### config.mk
export PLATFORM = sky130hd
export DESIGN_NAME = seg7_scan_ctrl
export DESIGN_NICKNAME = d
export VERILOG_FILES = /design/src/rtl/seg7_pkg.sv /design/src/rtl/tick_div.sv /design/src/rtl/seg7_scan_ctrl.sv
export SDC_FILE = /design/constraint.sdc
export NUM_CORES = 1
export LEC_CHECK = 0
export CAP_MARGIN = 20
export CORE_MARGIN = 3
export CORE_UTILIZATION = 40
export DETAILED_ROUTE_END_ITERATION = 10
export DONT_BUFFER_PORTS = 1
export PLACE_DENSITY_LB_ADDON = 0.15
export SLEW_MARGIN = 15
export SYNTH_ARGS = -nofsm -noshare
export SYNTH_HDL_FRONTEND = slang
export SYNTH_SLANG_ARGS = --single-unit
### constraint.sdc
create_clock -name clk -period 8.6 [get_ports clk]
set_input_delay 0.86 -clock clk [delete_from_list [all_inputs] [get_ports clk]]
set_output_delay 0.86 -clock clk [all_outputs]
set_load 0.01 [all_outputs]
### src/rtl/seg7_pkg.sv
// Shared constants and display-register layout for the seven-segment scan controller.
package seg7_pkg;
   localparam int NDIG = 8;
   localparam int DIG_W = $clog2(NDIG);
   localparam logic [NDIG-1:0] AN_OFF = 8'hFF;
   localparam int SCAN_DIV_DEF = 50000;
   localparam int BLINK_DIV_DEF = 25000000;

   typedef struct packed {
      logic [4*NDIG-1:0] data;
      logic [NDIG-1:0]   points;
      logic [NDIG-1:0]   les;
   } disp_t;
endpackage

### src/rtl/tick_div.sv
// Modulo-DIV enabled counter; tick is high combinationally in the terminal-count cycle.
// Holds its count while en is low, so tick never fires when disabled.
module tick_div #(
   parameter int DIV = 4
) (
   input  logic clk,
   input  logic rst,
   input  logic en,
   output logic tick
);
   localparam int W = (DIV > 1) ? $clog2(DIV) : 1;

   logic [W-1:0] cnt;

   assign tick = en && (cnt == W'(DIV - 1));

   always_ff @(posedge clk or posedge rst) begin
      if (rst)
         cnt <= '0;
      else if (en)
         cnt <= tick ? '0 : cnt + 1'b1;
   end
endmodule

### src/rtl/seg7_scan_ctrl.sv
// 8-digit multiplexed display scanner; outputs are combinational from registers (0 cycles).
// Loads are shadowed and committed only on the frame boundary; no backpressure on load.
module seg7_scan_ctrl
   import seg7_pkg::*;
#(
   parameter int SCAN_DIV  = SCAN_DIV_DEF,
   parameter int BLINK_DIV = BLINK_DIV_DEF
) (
   input  logic        clk,
   input  logic        rst,
   input  logic        en,
   input  logic        load,
   input  logic [31:0] data,
   input  logic [7:0]  points,
   input  logic [7:0]  les,
   output logic [3:0]  Hexs,
   output logic        point,
   output logic        LES,
   output logic        flash,
   output logic [7:0]  AN,
   output logic        pending,
   output logic        frame_tick
);
   logic             scan_tick;
   logic             blink_tick;
   logic             frame;
   logic [DIG_W-1:0] dig;
   logic             flash_r;
   logic             pending_r;
   disp_t            shadow;
   disp_t            disp;
   disp_t            incoming;

   assign incoming = {data, points, les};

   tick_div #(.DIV(SCAN_DIV)) u_scan (
      .clk  (clk),
      .rst  (rst),
      .en   (en),
      .tick (scan_tick)
   );

   tick_div #(.DIV(BLINK_DIV)) u_blink (
      .clk  (clk),
      .rst  (rst),
      .en   (en),
      .tick (blink_tick)
   );

   assign frame = scan_tick && (dig == DIG_W'(NDIG - 1));

   always_ff @(posedge clk or posedge rst) begin
      if (rst) begin
         dig       <= '0;
         flash_r   <= 1'b0;
         pending_r <= 1'b0;
         shadow    <= '0;
         disp      <= '0;
      end else begin
         if (scan_tick)
            dig <= dig + 1'b1;
         if (blink_tick)
            flash_r <= ~flash_r;
         if (load)
            shadow <= incoming;
         // A load landing on the boundary bypasses the shadow so it is shown at once.
         if (frame) begin
            pending_r <= 1'b0;
            if (load)
               disp <= incoming;
            else if (pending_r)
               disp <= shadow;
         end else if (load) begin
            pending_r <= 1'b1;
         end
      end
   end

   assign Hexs       = disp.data[{dig, 2'b00} +: 4];
   assign point      = disp.points[dig];
   assign LES        = disp.les[dig];
   assign flash      = flash_r;
   assign AN         = en ? ~(8'b1 << dig) : AN_OFF;
   assign pending    = pending_r;
   assign frame_tick = frame;
endmodule

==> metrics.yaml, run 1 <==
outcome:
  status: "finished clean"
synth:
  avgSynthCellArea_sq_um: 13.2
  synth.distinct_cells: 37
  synth_edf_count: 0
  synthesis.nets: 528
  synth_area_sq_um: 6190
  synth_cells: 468
  yosysWarnings: 0
  ys_seq_area_share_pct: 57.4
  ys_ff_latch: 142
  async_flop_share_pct: 100
  synth_ff_type: "dfrtp_1"
clock_network:
  postCtsResizedCells: 0
  cts_max_level: 4
  cts_tree: "yes"
  clock_sinks: 142
  insertion_delay_ns: 0.41
  post-cts-setup-buffers: 0
  cts_buffer_depth: 2
  root_buffer: "clkbuf_16"
  cts_made_buffers: 17
  clkTransAtPathRegs_ns: 0.06
  cts_hold_buffers: 0
setup_path:
  critical_path_class: "flop to flop"
  cp_data_required_time_ns: 8.90
  crit_fanout: 32
  crit_chain: "nor4_1, nand3_1, or4_1, nor3b_4, buf_4, mux2_2"
  cp-start-kind: "flop"
  cpMaxStageDelayCell: "nor3b_4"
  end_kind: "flop"
  crit_arrival_ns: 3.64
  slowest_delay_ns: 0.72
layout:
  antenna_cells: 0
  fill_cells: 1327
  syn_to_final_growth_pct: 12.8
  fin_util_pct: 47.0
  nNetsFinal: 532
  drive_gt1_share_pct: 26.0
die:
  die_area_sq_um: 17000
  num_rows: 44
  dieHeight_microns: 130
  ioPinCount: 69
  core-area_sq_um: 14900
  start_util_pct: 41.7
  fp.dieW_microns: 130
timing:
  hold_viol_final: 0
  finalCriticalPeriod_ns: 3.34
  tns_ns: 0
  setup_violations: 0
  report.final.slew_viol_count: 0
  rsz0062_at_grt: "false"
  period_share_pct: 38.8
  maxSlewHeadroom_pct: 36.9
  finClkSkew_ns: 0.00790
  tightest_slew_ns: 0.939
  fmax_mhz: 299
global_route:
  grt_usage_pct: 15.9
  grt.overflow.total: 0
  antenna_found_initial: 0
  grt_pass1_wl_microns: 20600
  grt_max_degree: 74
  grt_pass1_vias: 3903
drt:
  drtIter0Drc: 174
  drt-pass1-iter-count: 4
  drt-wirelength-per-cell_microns: 17.9
  route.final.wire_length_microns: 12000
  vias_per_cell: 5.32
  ant_nets: 0
  vias: 3551
  drc: 0
place:
  numPortBuffers: 0
  dp_hpwl_microns: 8240
  place.gp.congestion: 0.780
job:
  max-cap-violations: 0
worst_hold_path:
  holdCritPathClass: "primary input to asynchronous set/reset pin"
power:
  leakage_nw: 3.16
  pwr_density_cell_nw_per_um2: 235
  ir_drop_mv: 0.145
[state kept, by name, indices dropped and copies added (netlist names)]
register and cells:
flash 1, pending 1, u_blink.cnt 25, u_scan.cnt 16, disp 48, dig 3
shadow 48
[worst paths after layout]
path | to | slack (ns) | startpoint | cells past startpoint
setup / recovery | disp[16] | 5.26 | u_scan.cnt[4] | 6
hold / removal | shadow[3] | 0.40 | rst | 1
setup reg to reg | disp[16] | 5.26 | u_scan.cnt[4] | 6
hold reg to reg | disp[30] | 0.48 | disp[30] | 1
max in group asynchronous | disp[5] | 6.84 | rst | 2
min in group clk | disp[30] | 0.48 | disp[30] | 1
[cell families after synthesis]
group           after synthesis  share of synthesized area [%]
xor+xnor                     30                           4.24
buf+inv                      28                           2.20
simple gates                134                           11.0
compound gates               17                           1.58
flops                       142                           57.4
mux                         109                           22.0
fa+ha+maj                     8                           1.62
[metal layers]
metal	vias to the layer above	global-route usage, %	wire [microns]
li1	1673	-	-
met1	1797	20.8	5450
met2	66	23.4	5540
met3	15	7.64	800
met4	0	5.57	163
met5	-	0	0
[report_power, final]
| part | leakage, nW | internal [mW] | total, mW | switching, mW |
|---|---|---|---|---|
| combinational | 1.03 | 0.0507 | 0.105 | 0.0543 |
| clock | 0.305 | 0.515 | 0.785 | 0.270 |
| sequential | 1.83 | 0.718 | 0.753 | 0.0347 |
| total | 3.16 | 1.28 | 1.64 | 0.359 |
[layout make-up]
cell class                      count  area, sq um  area share [%]
Clock inverter                      9          156            2.24
Multi-Input combinational cell    298         2500            35.8
Timing Repair Buffer                2         15.0           0.215
Clock buffer                       22          484            6.93
Tap cell                          184          230            3.29
Sequential cell                   142         3550            50.8
Inverter                           11         46.3           0.662
[critical path, delay by kind of cell, from the launching register on]
family / cells / cell delay (ns)
AND/OR/NAND/NOR: 4 / 1.89
buffers and inverters: 1 / 0.52
flip-flops: 1 / 0.42
multiplexers: 1 / 0.38
[cell usage after synthesis, types with 2 or more instances]
master | instances | area, sq um
and2_1 | 2 | 12.5
and3_1 | 4 | 25.0
and4_1 | 2 | 17.5
buf_1 | 6 | 22.5
buf_4 | 2 | 15.0
buf_6 | 3 | 33.8
clkbuf_1 | 5 | 18.8
dfrtp_1 | 142 | 3550
ha_1 | 8 | 100
inv_1 | 11 | 41.3
mux2_1 | 20 | 225
mux2_2 | 77 | 867
mux4_2 | 12 | 270
nand2_1 | 39 | 146
nand3_1 | 27 | 135
nand4_1 | 11 | 68.8
nor2_1 | 24 | 90.1
nor2b_1 | 3 | 18.8
nor3_1 | 5 | 25.0
nor4_1 | 5 | 31.3
nor4_2 | 2 | 25.0
o211ai_1 | 2 | 15.0
o21ai_0 | 11 | 55.1
o31ai_1 | 2 | 15.0
or3_1 | 2 | 12.5
or4_1 | 2 | 15.0
xnor2_1 | 17 | 149
xor2_1 | 13 | 114
[placed cells by master (no fill, tap or decap), types with 3 or more instances in the layout]
master	count
and3_1	4
bufinv_16	4
clkbuf_16	17
clkbuf_8	4
clkinvlp_4	3
dfrtp_1	142
ha_1	8
inv_1	10
mux2_1	20
mux2_2	77
mux4_2	12
nand2_1	39
nand3_1	27
nand4_1	11
nor2_1	24
nor2b_1	3
nor3_1	5
nor4_1	5
o21ai_0	11
xnor2_1	17
xor2_1	13
[metrics by stage]
step,hold slack [ns],instances,worst slack (ns),total power [mW],instance area (sq um)
final,0.396,668,5.26,1.64,6990
after global routing,0.442,668,4.97,1.72,6990
after CTS,0.421,668,5.19,1.67,6990
after detailed placement,0.474,637,5.10,0.872,6350
after global placement,0.463,637,5.13,0.867,6350
after floorplan,0.450,468,3.93,0.846,6190
Power figures use the tool's default switching activity.
==> run 2, diff against run 1 <==
- clock period: 8.6 -> 3 ns (I/O delays scaled with it)
==> run 2 against run 1 <==
Compared with the run above:
- count of clock-buffer cells in the layout is 4 lower
- register-to-register slack worse by 4.9 ns
- worst hold slack worse by 0.36 ns
- global-route usage is 0.51 points lower
- clock power grew to 2.8 times the previous value
- final area is 1.2% higher
- via count is 1.2% higher
- die area stayed put
- sequential share of layout area is 0.62 points lower
- total power grew to 2.8 times the previous value
==> metrics.yaml, run 2 (same netlist as run 1, synthesis figures left out) <==
outcome:
  status: "finished clean"
layout:
  final_area_sq_um: 7080
  nNetsFinal: 541
  fill_cells: 1291
  fin_util_pct: 47.6
  reg.largest.list: "disp (48), shadow (48), u_blink.cnt (25)"
  drive_gt1_share_pct: 27.3
  final_common_cell: "dfrtp_1"
  final_cell_mix: "142 x dfrtp_1, 77 x mux2_2, 39 x nand2_1"
  syn_to_final_growth_pct: 14.2
  antenna_cells: 0
place:
  place.gp.congestion: 0.811
  numPortBuffers: 0
  dp_hpwl_microns: 8030
  place_ws_ns: 0.405
  placedInstanceArea_sq_um: 6430
setup_path:
  cp_data_required_time_ns: 3.29
  crit_fanout: 48
  critical_path_class: "flop to flop"
  cp-start-kind: "flop"
  cp_num_buf_inv: 1
  end_kind: "flop"
  crit_arrival_ns: 2.90
  path_delay_family: "simple AND/OR/NAND/NOR gates"
  cpMaxStageDelayCell: "or4_1"
  slowest_delay_ns: 0.67
  crit_chain: "nor4_1, nand3_1, or4_1, nor3b_4, buf_12, mux2_1"
drt:
  drc: 0
  vias: 3595
  vias_per_cell: 5.30
  ant_nets: 0
  drtIter0Drc: 196
  drt-wirelength-per-cell_microns: 17.5
  route.final.wire_length_microns: 11900
  drt-pass1-iter-count: 4
timing:
  setup_slack_ns: 0.389
  hold_viol_final: 0
  hold_slack_ns: 0.0374
  tightest_slew_ns: 0.817
  rsz0062_at_grt: "false"
  maxSlewHeadroom_pct: 45.1
  finalCriticalPeriod_ns: 2.61
  tns_ns: 0
  period_share_pct: 87.0
  report.final.slew_viol_count: 0
  setup_violations: 0
  finClkSkew_ns: 0.0107
  fmax_mhz: 383
global_route:
  grt_max_degree: 71
  grt.overflow.total: 0
  grt_pass1_vias: 3818
  grt_pass1_wl_microns: 20100
  grt_usage_pct: 15.4
  antenna_found_initial: 0
clock_network:
  insertion_delay_ns: 0.41
  clock_sinks: 142
  cts_made_buffers: 17
  root_buffer: "clkbuf_16"
  cts_tree: "yes"
  post-cts-setup-buffers: 0
  cts_buffer_depth: 2
  cts_max_level: 4
  clkTransAtPathRegs_ns: 0.06
die:
  die_area_sq_um: 17000
  fp.dieW_microns: 130
  start_util_pct: 41.7
  num_rows: 44
  ioPinCount: 69
  core-area_sq_um: 14900
  dieHeight_microns: 130
power:
  ir_drop_mv: 0.452
  pwr_density_cell_nw_per_um2: 661
  leakage_nw: 3.20
job:
  max-cap-violations: 0
worst_hold_path:
  holdCritPathClass: "primary input to flop"
==> run 2: changes by cell type in the layout (fill, tap and decap cells not counted), sizes merged <==
cell,change
buf,+7
clkinvlp,+2
clkinv,+4
clkbuf,-4
inv,-1
dlygate4sd3,+2
==> run 2: worst register-to-register path: stages, from the launching register on <==
cell and delay [ns]:
dfrtp_1 0.41, nor4_1 0.29, nand3_1 0.16, or4_1 0.67, nor3b_4 0.26, buf_12 0.28
mux2_1 0.41
==> run 2: what timing repair did <==
item,CTS,global route
endpoints found under the hold margin,29,0
gates resized for setup,0,0
hold buffers,2,0
==> run 2: per-stage QoR <==
step,power [mW],instances
floorplan,2.43,468
global placement,2.49,644
detailed placement,2.50,644
CTS,4.74,678
global route,4.89,678
finish,4.68,678
==> run 2: power breakdown <==
group	internal (mW)	switching (mW)	total, mW
Combinational	0.151	0.157	0.308
Sequential	2.06	0.101	2.16
Clock	1.41	0.800	2.21
==> run 2: layout make-up <==
class	instances	area [sq um]	share of cell area (%)
Inverter	11	45.0	0.636
Sequential cell	142	3550	50.2
Clock inverter	14	191	2.71
Clock buffer	18	439	6.21
Timing Repair Buffer	11	113	1.59
Multi-Input combinational cell	298	2500	35.4
Tap cell	184	230	3.25
==> run 2: layer usage <==
layer / track usage (%) / share of wire (%) / vias to the layer above
li1: - / - / 1686
met1: 19.9 / 45 / 1842
met2: 23.6 / 48 / 59
met3: 6.54 / 6.2 / 8
met4: 5.14 / 1.1 / 0
met5: 0 / 0 / -
==> run 2: path summary, 6_finish.rpt <==
check                              start  slack (ns)            end  depth (start not counted)
setup / recovery           u_scan.cnt[4]        0.39       disp[36]                          6
hold / removal                        en        0.04  u_scan.cnt[2]                          2
setup reg to reg           u_scan.cnt[4]        0.39       disp[36]                          6
hold reg to reg                 disp[20]        0.48       disp[20]                          1
max in group asynchronous            rst        1.89       disp[14]                          3
min in group asynchronous            rst        0.29      shadow[0]                          2
==> run 3, diff against run 2 <==
- ABC_AREA: not set -> 0
- clock period: 3 -> 2.1 ns (I/O delays scaled with it)
==> run 3 against run 2 <==
Compared with the run above:
- the run now ends with negative setup slack left
- sequential power up 42%
- clock skew decreased by 0.0018 ns
- flip-flop and latch count unchanged
- setup slack got worse by 0.65 ns
- critical path depth is 1 higher
- first-iteration DRC count is 30% lower
- wire length rose by 20%
- worst hold slack got worse by 0.0050 ns
- largest power group unchanged
==> metrics.yaml, run 3 (same netlist as run 1, synthesis figures left out) <==
place:
  dp_cells: 669
  numPortBuffers: 0
  place.gp.congestion: 0.862
  place_ws_ns: -0.371
  placedInstanceArea_sq_um: 6640
  dp_hpwl_microns: 8690
outcome:
  status: "finished with violations"
  violations: "negative setup slack"
die:
  core-area_sq_um: 14900
  dieHeight_microns: 130
  start_util_pct: 41.7
  die_area_sq_um: 17000
  ioPinCount: 69
  fp.dieW_microns: 130
  num_rows: 44
timing:
  finClkSkew_ns: 0.00896
  setup_violations: 48
  setup_slack_ns: -0.258
  finalCriticalPeriod_ns: 2.36
  maxSlewHeadroom_pct: 42.9
  hold_slack_ns: 0.0324
  period_share_pct: 112
  fmax_mhz: 424
  tns_ns: -10.66
  report.final.slew_viol_count: 0
  tightest_slew_ns: 0.855
  hold_viol_final: 0
  rsz0062_at_grt: "true"
setup_path:
  cp-start-kind: "flop"
  crit_arrival_ns: 2.66
  end_kind: "flop"
  reg2reg_slack_ns: -0.26
  cp_data_required_time_ns: 2.40
  critical_path_class: "flop to flop"
  crit_fanout: 12
layout:
  antenna_cells: 0
  final_common_cell: "dfrtp_1"
  drive_gt1_share_pct: 28.9
  fin_util_pct: 57.2
  reg.largest.list: "disp (48), shadow (48), u_blink.cnt (25)"
  nNetsFinal: 667
  final_area_sq_um: 8500
  syn_to_final_growth_pct: 37.2
  finalNonFillerCells: 804
  final_cell_mix: "142 x dfrtp_1, 96 x dlygate4sd3_1, 55 x mux2_2"
clock_network:
  root_buffer: "clkbuf_16"
  cts_buffer_depth: 2
  cts_tree: "yes"
  clock_sinks: 142
  clkTransAtPathRegs_ns: 0.06
  cts_made_buffers: 17
  cts_max_level: 4
  insertion_delay_ns: 0.42
global_route:
  grt_pass1_wl_microns: 23400
  grt_pass1_vias: 4462
  grt.overflow.total: 0
  grt_usage_pct: 18.2
  antenna_found_initial: 0
  grt_max_degree: 47
power:
  total_power_mw: 7.12
  pwr_density_cell_nw_per_um2: 837
  ir_drop_mv: 0.713
  leakage_nw: 3.82
drt:
  vias: 4085
  drtIter0Drc: 138
  ant_nets: 0
  drt-pass1-iter-count: 4
  vias_per_cell: 5.08
  route.final.wire_length_microns: 14200
  drt-wirelength-per-cell_microns: 17.7
  drc: 0
worst_hold_path:
  holdCritPathClass: "primary input to flop"
job:
  max-cap-violations: 0
run 3: cell count changes in the layout (fill, tap and decap cells not counted), moves of 3 or more:
cell,previous run,this run
buf_12,2,5
buf_4,7,29
buf_6,0,6
dlygate4sd3_1,2,96
mux2_1,20,12
mux2_2,77,55
mux2_4,0,30
run 3: worst max-delay path, cell delays in order (launching register included):
cell and delay [ns]:
dfrtp_1 0.38, nor4_2 0.26, nand3_1 0.15, or4_4 0.56, nor3b_4 0.24, buf_6 0.16, buf_12 0.15, mux2_2 0.34
run 3: cell type report:
class	count	area, sq um
Fill cell	1238	6360
Sequential cell	142	3550
Multi-Input combinational cell	298	2650
Timing Repair Buffer	137	1370
Clock buffer	19	433
Tap cell	184	230
Clock inverter	13	213
Inverter	11	45.0
run 3: path summary, 6_finish.rpt:
path | startpoint | to | cells after the start
worst min-delay path | en | u_scan.cnt[3] | 3
worst max register to register | u_scan.cnt[13] | disp[1] | 7
worst max-delay path | u_scan.cnt[13] | disp[1] | 7
max in group asynchronous | rst | disp[37] | 3
worst min register to register | disp[23] | disp[23] | 1
min in group asynchronous | rst | shadow[3] | 2
run 3: metal layers:
metal | up-vias | wire (microns) | GRT usage [%]
met5 | - | 0 | 0
met4 | 0 | 141 | 4.48
met3 | 15 | 571 | 6.10
met2 | 60 | 7110 | 30.1
met1 | 2075 | 6400 | 23.3
li1 | 1935 | - | -
run 3: repair_timing:
| action | in CTS | in global routing |
|---|---|---|
| resized for setup | 41 | 10 |
| pin swaps | 1 | 2 |
| buffers inserted | 4 | 2 |
| gates cloned | 2 | 0 |
| endpoints found under the hold margin | 88 | 1 |
| endpoints found under the setup margin | 50 | 55 |
| hold buffers | 95 | 1 |
run 3: power by group:
group          leakage [nW]  internal, mW  switching (mW)
sequential             1.83          2.94           0.121
clock                 0.304          2.11            1.16
combinational          1.69         0.470           0.319
